[config.mk]
export PLATFORM = sky130hd
export DESIGN_NAME = input_frame_ctrl_flat
export DESIGN_NICKNAME = d
export VERILOG_FILES = /design/src/rtl/input_frame_ctrl_if.sv /design/src/rtl/input_frame_ctrl.sv /design/src/flat_wrapper.sv
export SDC_FILE = /design/constraint.sdc
export NUM_CORES = 2
export LEC_CHECK = 0
export BUFFER_PORTS_ARGS = -buffer_cell sky130_fd_sc_hd__buf_2
export CORE_MARGIN = 2
export CORE_UTILIZATION = 53
export DETAILED_ROUTE_END_ITERATION = 16
export PLACE_DENSITY = 0.68
export SYNTH_ARGS = -nofsm -noshare
export SYNTH_HDL_FRONTEND = slang
export SYNTH_SLANG_ARGS = --single-unit
export TNS_END_PERCENT = 1
[constraint.sdc]
create_clock -name i_clk -period 5.2 [get_ports i_clk]
set_input_delay 0.26 -clock i_clk [delete_from_list [all_inputs] [get_ports i_clk]]
set_output_delay 0.26 -clock i_clk [all_outputs]
set_load 0.01 [all_outputs]
[src/rtl/input_frame_ctrl_if.sv]
// Stream bundle for input_frame_ctrl: sample input handshake plus framed
// output handshake. Signal prefixes are relative to the framer block.
interface input_frame_ctrl_if #(
  parameter int DATA_W = 32
);
  logic [DATA_W-1:0] i_data;
  logic              i_data_valid;
  logic              o_data_ready;
  logic [DATA_W-1:0] o_data;
  logic              o_data_valid;
  logic              o_data_last;
  logic              i_data_ready;

  // Framer side
  modport slave (
    input  i_data, i_data_valid, i_data_ready,
    output o_data_ready, o_data, o_data_valid, o_data_last
  );

  // Host / FFT side driving the framer
  modport master (
    output i_data, i_data_valid, i_data_ready,
    input  o_data_ready, o_data, o_data_valid, o_data_last
  );
endinterface

[src/rtl/input_frame_ctrl.sv]
// Overlapping-frame builder in front of the FFT core. Samples are written
// into a FRAME_LEN-deep circular buffer; once FRAME_LEN (first frame) or HOP
// (later frames) new samples have arrived, the whole window is read out
// oldest-first. A registered RAM read feeds a one-entry output register; the
// RAM read register doubles as the skid slot, since a read is only issued
// when there is guaranteed room for its result.
module input_frame_ctrl #(
  parameter int DATA_W    = 32,
  parameter int FRAME_LEN = 128,
  parameter int HOP       = 64,
  parameter int ADDR_W    = 7
) (
  input  logic                i_clk,
  input  logic                i_rst,
  input_frame_ctrl_if.slave   bus,
  output logic [15:0]         o_frame_cnt
);

  typedef enum logic [1:0] {
    S_PRIME,
    S_EMIT,
    S_HOP
  } state_t;

  localparam logic [ADDR_W:0] PRIME_LAST = (ADDR_W+1)'(FRAME_LEN - 1);
  localparam logic [ADDR_W:0] HOP_LAST   = (ADDR_W+1)'(HOP - 1);
  localparam logic [ADDR_W:0] FRAME_SZ   = (ADDR_W+1)'(FRAME_LEN);

  state_t            r_state;
  logic [DATA_W-1:0] r_mem [FRAME_LEN];
  logic [ADDR_W-1:0] r_wr_ptr;
  logic [ADDR_W-1:0] r_rd_ptr;
  logic [ADDR_W:0]   r_in_cnt;
  logic [ADDR_W:0]   r_issue_cnt;
  logic [DATA_W-1:0] r_q;
  logic              r_q_vld;
  logic              r_q_last;
  logic [DATA_W-1:0] r_out;
  logic              r_out_vld;
  logic              r_out_last;
  logic              r_ready;
  logic [15:0]       r_frame_cnt;

  logic w_in_acc;
  logic w_in_last;
  logic w_out_take;
  logic w_out_load;
  logic w_issue;

  // Handshake qualifiers and read-pipeline flow control
  always_comb begin
    w_in_acc   = bus.i_data_valid & r_ready;
    w_in_last  = (r_state == S_PRIME) ? (r_in_cnt == PRIME_LAST)
                                      : (r_in_cnt == HOP_LAST);
    w_out_take = r_out_vld & bus.i_data_ready;
    w_out_load = r_q_vld & (~r_out_vld | w_out_take);
    w_issue    = (r_state == S_EMIT) & (r_issue_cnt != FRAME_SZ)
               & (~r_q_vld | w_out_load);
  end

  // Sample buffer: write on input accept, registered read on issue
  always_ff @(posedge i_clk) begin
    if (w_in_acc) begin
      r_mem[r_wr_ptr] <= bus.i_data;
    end
    if (w_issue) begin
      r_q <= r_mem[r_rd_ptr];
    end
  end

  // Frame FSM, pointers, read pipeline valids and registered outputs
  always_ff @(posedge i_clk) begin
    if (i_rst) begin
      r_state     <= S_PRIME;
      r_wr_ptr    <= '0;
      r_rd_ptr    <= '0;
      r_in_cnt    <= '0;
      r_issue_cnt <= '0;
      r_q_vld     <= 1'b0;
      r_q_last    <= 1'b0;
      r_out       <= '0;
      r_out_vld   <= 1'b0;
      r_out_last  <= 1'b0;
      r_ready     <= 1'b1;
      r_frame_cnt <= '0;
    end else begin
      if (w_in_acc) begin
        r_wr_ptr <= r_wr_ptr + 1'b1;
      end

      if (w_issue) begin
        r_rd_ptr    <= r_rd_ptr + 1'b1;
        r_issue_cnt <= r_issue_cnt + 1'b1;
        r_q_vld     <= 1'b1;
        r_q_last    <= (r_issue_cnt == PRIME_LAST);
      end else if (w_out_load) begin
        r_q_vld <= 1'b0;
      end

      if (w_out_load) begin
        r_out      <= r_q;
        r_out_last <= r_q_last;
        r_out_vld  <= 1'b1;
      end else if (w_out_take) begin
        r_out_vld  <= 1'b0;
        r_out_last <= 1'b0;
      end

      case (r_state)
        S_PRIME, S_HOP: begin
          if (w_in_acc) begin
            if (w_in_last) begin
              // Oldest entry sits just past the sample being written now
              r_state     <= S_EMIT;
              r_ready     <= 1'b0;
              r_in_cnt    <= '0;
              r_issue_cnt <= '0;
              r_rd_ptr    <= r_wr_ptr + 1'b1;
            end else begin
              r_in_cnt <= r_in_cnt + 1'b1;
            end
          end
        end
        S_EMIT: begin
          if (w_out_take && r_out_last) begin
            r_frame_cnt <= r_frame_cnt + 1'b1;
            r_state     <= S_HOP;
            r_ready     <= 1'b1;
          end
        end
        default: begin
          r_state <= S_PRIME;
          r_ready <= 1'b1;
        end
      endcase
    end
  end

  assign bus.o_data_ready = r_ready;
  assign bus.o_data       = r_out;
  assign bus.o_data_valid = r_out_vld;
  assign bus.o_data_last  = r_out_last;
  assign o_frame_cnt      = r_frame_cnt;

endmodule

[src/flat_wrapper.sv]
// flat-port wrapper written by rule: the top's interface ports become plain ports
module input_frame_ctrl_flat 
#(
  parameter int DATA_W    = 32,
  parameter int FRAME_LEN = 128,
  parameter int HOP       = 64,
  parameter int ADDR_W    = 7
)
  (i_clk, i_rst, o_frame_cnt, bus_i_data, bus_i_data_valid, bus_i_data_ready, bus_o_data_ready, bus_o_data, bus_o_data_valid, bus_o_data_last);
  input_frame_ctrl_if #(.DATA_W(DATA_W)) bus_i ();
  input  logic i_clk;
  input  logic i_rst;
  output logic [15:0] o_frame_cnt;
  input wire logic [$bits(bus_i.i_data)-1:0] bus_i_data;
  input wire logic [$bits(bus_i.i_data_valid)-1:0] bus_i_data_valid;
  input wire logic [$bits(bus_i.i_data_ready)-1:0] bus_i_data_ready;
  output wire logic [$bits(bus_i.o_data_ready)-1:0] bus_o_data_ready;
  output wire logic [$bits(bus_i.o_data)-1:0] bus_o_data;
  output wire logic [$bits(bus_i.o_data_valid)-1:0] bus_o_data_valid;
  output wire logic [$bits(bus_i.o_data_last)-1:0] bus_o_data_last;
  assign bus_i.i_data = bus_i_data;
  assign bus_i.i_data_valid = bus_i_data_valid;
  assign bus_i.i_data_ready = bus_i_data_ready;
  assign bus_o_data_ready = bus_i.o_data_ready;
  assign bus_o_data = bus_i.o_data;
  assign bus_o_data_valid = bus_i.o_data_valid;
  assign bus_o_data_last = bus_i.o_data_last;
  input_frame_ctrl #(.DATA_W(DATA_W), .FRAME_LEN(FRAME_LEN), .HOP(HOP), .ADDR_W(ADDR_W)) u_core (.i_clk(i_clk), .i_rst(i_rst), .bus(bus_i), .o_frame_cnt(o_frame_cnt));
endmodule
==> results.json <==
{
  "worst-path-buf-inv": 3,
  "synthesis.nets": 7706,
  "synth_edf_count": 4128,
  "timing.rr.start": "u_core.r_rd_ptr[0]",
  "postCtsHoldBufs": 32,
  "grt_max_degree": 129,
  "ys_async_sr_fraction_pct": 0,
  "cp.arrival_ns": 5.26,
  "reg2reg_to": "u_core.r_q[26]",
  "start_kind": "flop",
  "rsz0062_at_grt": "false",
  "slew_headroom_pct": 3.908,
  "cts_buffer_depth": 4,
  "synth_ff_type": "edfxtp_1",
  "hold_path_class": "in2reg",
  "cp.depth": 8,
  "slowest_stage": "o21ai_0",
  "finalWeightedCongestion": 0.8588,
  "syn_area_um2": 162200,
  "dieWidth_um": 557.2,
  "crit_family": "compound AO/OA/AOI/OAI gates",
  "synth_top_area_share_pct": 76.44,
  "layout_common_cells": "edfxtp_1, mux4_2, mux2i_1",
  "cp_max_fo": 28,
  "min_period_ns": 4.638,
  "io_buffers": 86,
  "cts_tree": "done",
  "drive_above_1_share_pct": 24.87,
  "first_iter_violations": 12761,
  "finalPower_mw": 67.49,
  "fin_skew_ns": 0.07753,
  "ant_nets": 0,
  "max_cap_viol_count": 0,
  "yosysSeqAreaShare_pct": 77.49,
  "drc": 0,
  "hp-start": "bus_i_data[6]",
  "fin_nets": 8213,
  "cp_common_cell": "buf_12",
  "antenna_found_initial": 32,
  "endpoint_kind": "flop",
  "synth_seq_cells": 4213,
  "finalHoldViolations": 0,
  "fp.dieH_um": 557.2,
  "drv_slew": 0,
  "cts_root_buf": "clkbuf_16",
  "syn_to_final_growth_pct": 13.19,
  "rows": 203,
  "cts_resized": 0,
  "htreeDepth": 5,
  "status": "finished clean",
  "post_drt_wl_per_cell_um": 34.76,
  "grt_pass1_wl_um": 613800,
  "worstSetupPathType": "reg2reg",
  "holdPathEnd": "u_core.r_mem[6][6]",
  "synth_cells": 7664,
  "final.period_utilization_pct": 89.19,
  "grt.total_usage_pct": 28.12,
  "dp_hpwl_um": 257200,
  "grt_pass1_vias": 81195,
  "ff2ff_path_depth": 8,
  "synth.distinct_cells": 53,
  "vdd.ir_drop.worst_mv": 0.3094,
  "n_fill_cell": 21150,
  "dieArea_um2": 310400,
  "setup_violations": 0,
  "clk_pin_slew_ns": 0.07,
  "overflow": 0,
  "ios": 87,
  "cp.required_ns": 5.82,
  "worst_slew_pin_slew_ns": 1.428,
  "via_count": 82529,
  "start_util_pct": 53.16,
  "rrSetupSlack_ns": 0.56,
  "yosys.area.top_type": "edfxtp_1",
  "hold_path_depth": 1,
  "leakage_nw": 54.75,
  "cts_buffers": 415,
  "cp_cell_sequence": "buf_12 -> buf_12 -> buf_4 -> mux4_2 -> mux2i_1 -> nor2_1 -> o21ai_0 -> a22oi_1",
  "cts_setup_buffers": 0,
  "drt_wl_total_um": 438600,
  "cts.sinks": 4213,
  "final_common_cell": "edfxtp_1",
  "avgViaCountPerCell": 6.540,
  "p_per_area_nw_per_um2": 367.7,
  "max_stage_delay_ns": 1.13,
  "timing.fmax_ghz": 0.2156,
  "firstDrtPassIters": 6,
  "synthTopCellsByArea": "edfxtp_1, mux4_2, mux2i_1",
  "fin_util_pct": 60.17,
  "core-area_um2": 305000,
  "syn_avg_cell_area_um2": 21.16,
  "clkLatencyLatePin_ns": 0.96,
  "yosys_warnings": 0,
  "fin_tns_setup_ns": 0
}
## registers in the layout (all words and copies together) (netlist names)
signal / count
u_core.r_q: 32
u_core.r_in_cnt: 8
u_core.r_wr_ptr: 7
u_core.bus.o_data_last: 1
u_core.o_frame_cnt: 16
u_core.r_rd_ptr: 7
u_core.bus.o_data_valid: 1
u_core.r_state: 2
u_core.r_issue_cnt: 8
u_core.bus.o_data_ready: 1
u_core.r_q_last: 1
u_core.r_q_vld: 1
u_core.bus.o_data: 32
u_core.r_mem: 4096
## how the worst max path moves through the flow
stage                       startpoint              endpoint
detailed placement  u_core.r_rd_ptr[0]        u_core.r_q[26]
floorplan           u_core.r_wr_ptr[1]  u_core.r_mem[106][0]
global placement    u_core.r_rd_ptr[0]        u_core.r_q[21]
global route        u_core.r_rd_ptr[1]        u_core.r_q[29]
CTS                 u_core.r_rd_ptr[0]        u_core.r_q[26]
finish              u_core.r_rd_ptr[0]        u_core.r_q[26]
## routing by layer
layer | GRT usage, % | routed length, µm | share of wire, % | vias to the layer above
met3 | 6.004 | 47430 | 11 | 811
met5 | 0 | 106 | 0.024 | -
li1 | - | - | - | 32886
met2 | 43.79 | 206100 | 47 | 5017
met1 | 39.52 | 167500 | 38 | 43797
met4 | 10.35 | 17530 | 4.0 | 18
## through the flow
step / area [µm²] / std cells / hold slack [ns] / worst slack [ns]
2_1_floorplan: 162200 / 7664 / 0.3589 / 1.840
3_3_place_gp: 170100 / 11819 / 0.4427 / 0.2692
3_5_place_dp: 170100 / 11822 / 0.4489 / 0.7129
4_1_cts: 183500 / 12609 / 0.03360 / 0.6839
5_1_grt: 183500 / 12611 / 0.05733 / 0.7078
6_report: 183600 / 12619 / 0.05138 / 0.5623
## cells by family (layout without fill, tap and decap cells)
group,count (synthesis),in the layout,share of synthesized area [%]
other,0,10,0
xor gates and xnor gates,40,40,0.2160
muxes,1518,1518,15.65
and+or+nand+nor,765,765,2.157
adders and majority gates,6,6,0.04629
DFF,4213,4213,77.49
buffers and inverters,449,1294,1.552
AOI/OAI and AO/OA,673,673,2.896
## cell usage after synthesis, types with 15 or more instances
cell / n
a22o_1: 31
o22ai_1: 63
o41ai_1: 15
a21oi_1: 121
dfxtp_1: 85
and3_1: 39
edfxtp_1: 4128
buf_4: 63
xor2_1: 22
mux2i_1: 691
buf_6: 47
a221oi_1: 53
o21ai_0: 102
mux2_2: 15
o41ai_2: 16
nor2b_1: 73
buf_1: 20
mux4_2: 812
nor2_1: 306
nand3_1: 30
a31o_2: 35
nor3_1: 37
clkbuf_1: 188
o21ai_1: 23
nand2_1: 187
a211oi_1: 69
buf_2: 113
xnor2_1: 18
a22oi_1: 119
nor4_1: 37
## cell type report
class                           instances  area, µm²  area share, %
Timing Repair Buffer                  530       4453          2.426
Antenna cell                           10      25.02        0.01363
Inverter                                9      33.78        0.01840
Clock inverter                        249       2336          1.273
Multi-Input combinational cell       3002      35120          19.13
Clock buffer                          506      10780          5.872
Sequential cell                      4213     125700          68.47
Tap cell                             4100       5130          2.795
## report_power, final
group | internal [mW] | switching, mW | total [mW]
Combinational | 0.116 | 0.815 | 0.931
Sequential | 37.3 | 0.0156 | 37.3
Clock | 16.6 | 12.6 | 29.2
Total | 54.0 | 13.4 | 67.5
Power figures use the tool's default switching activity.
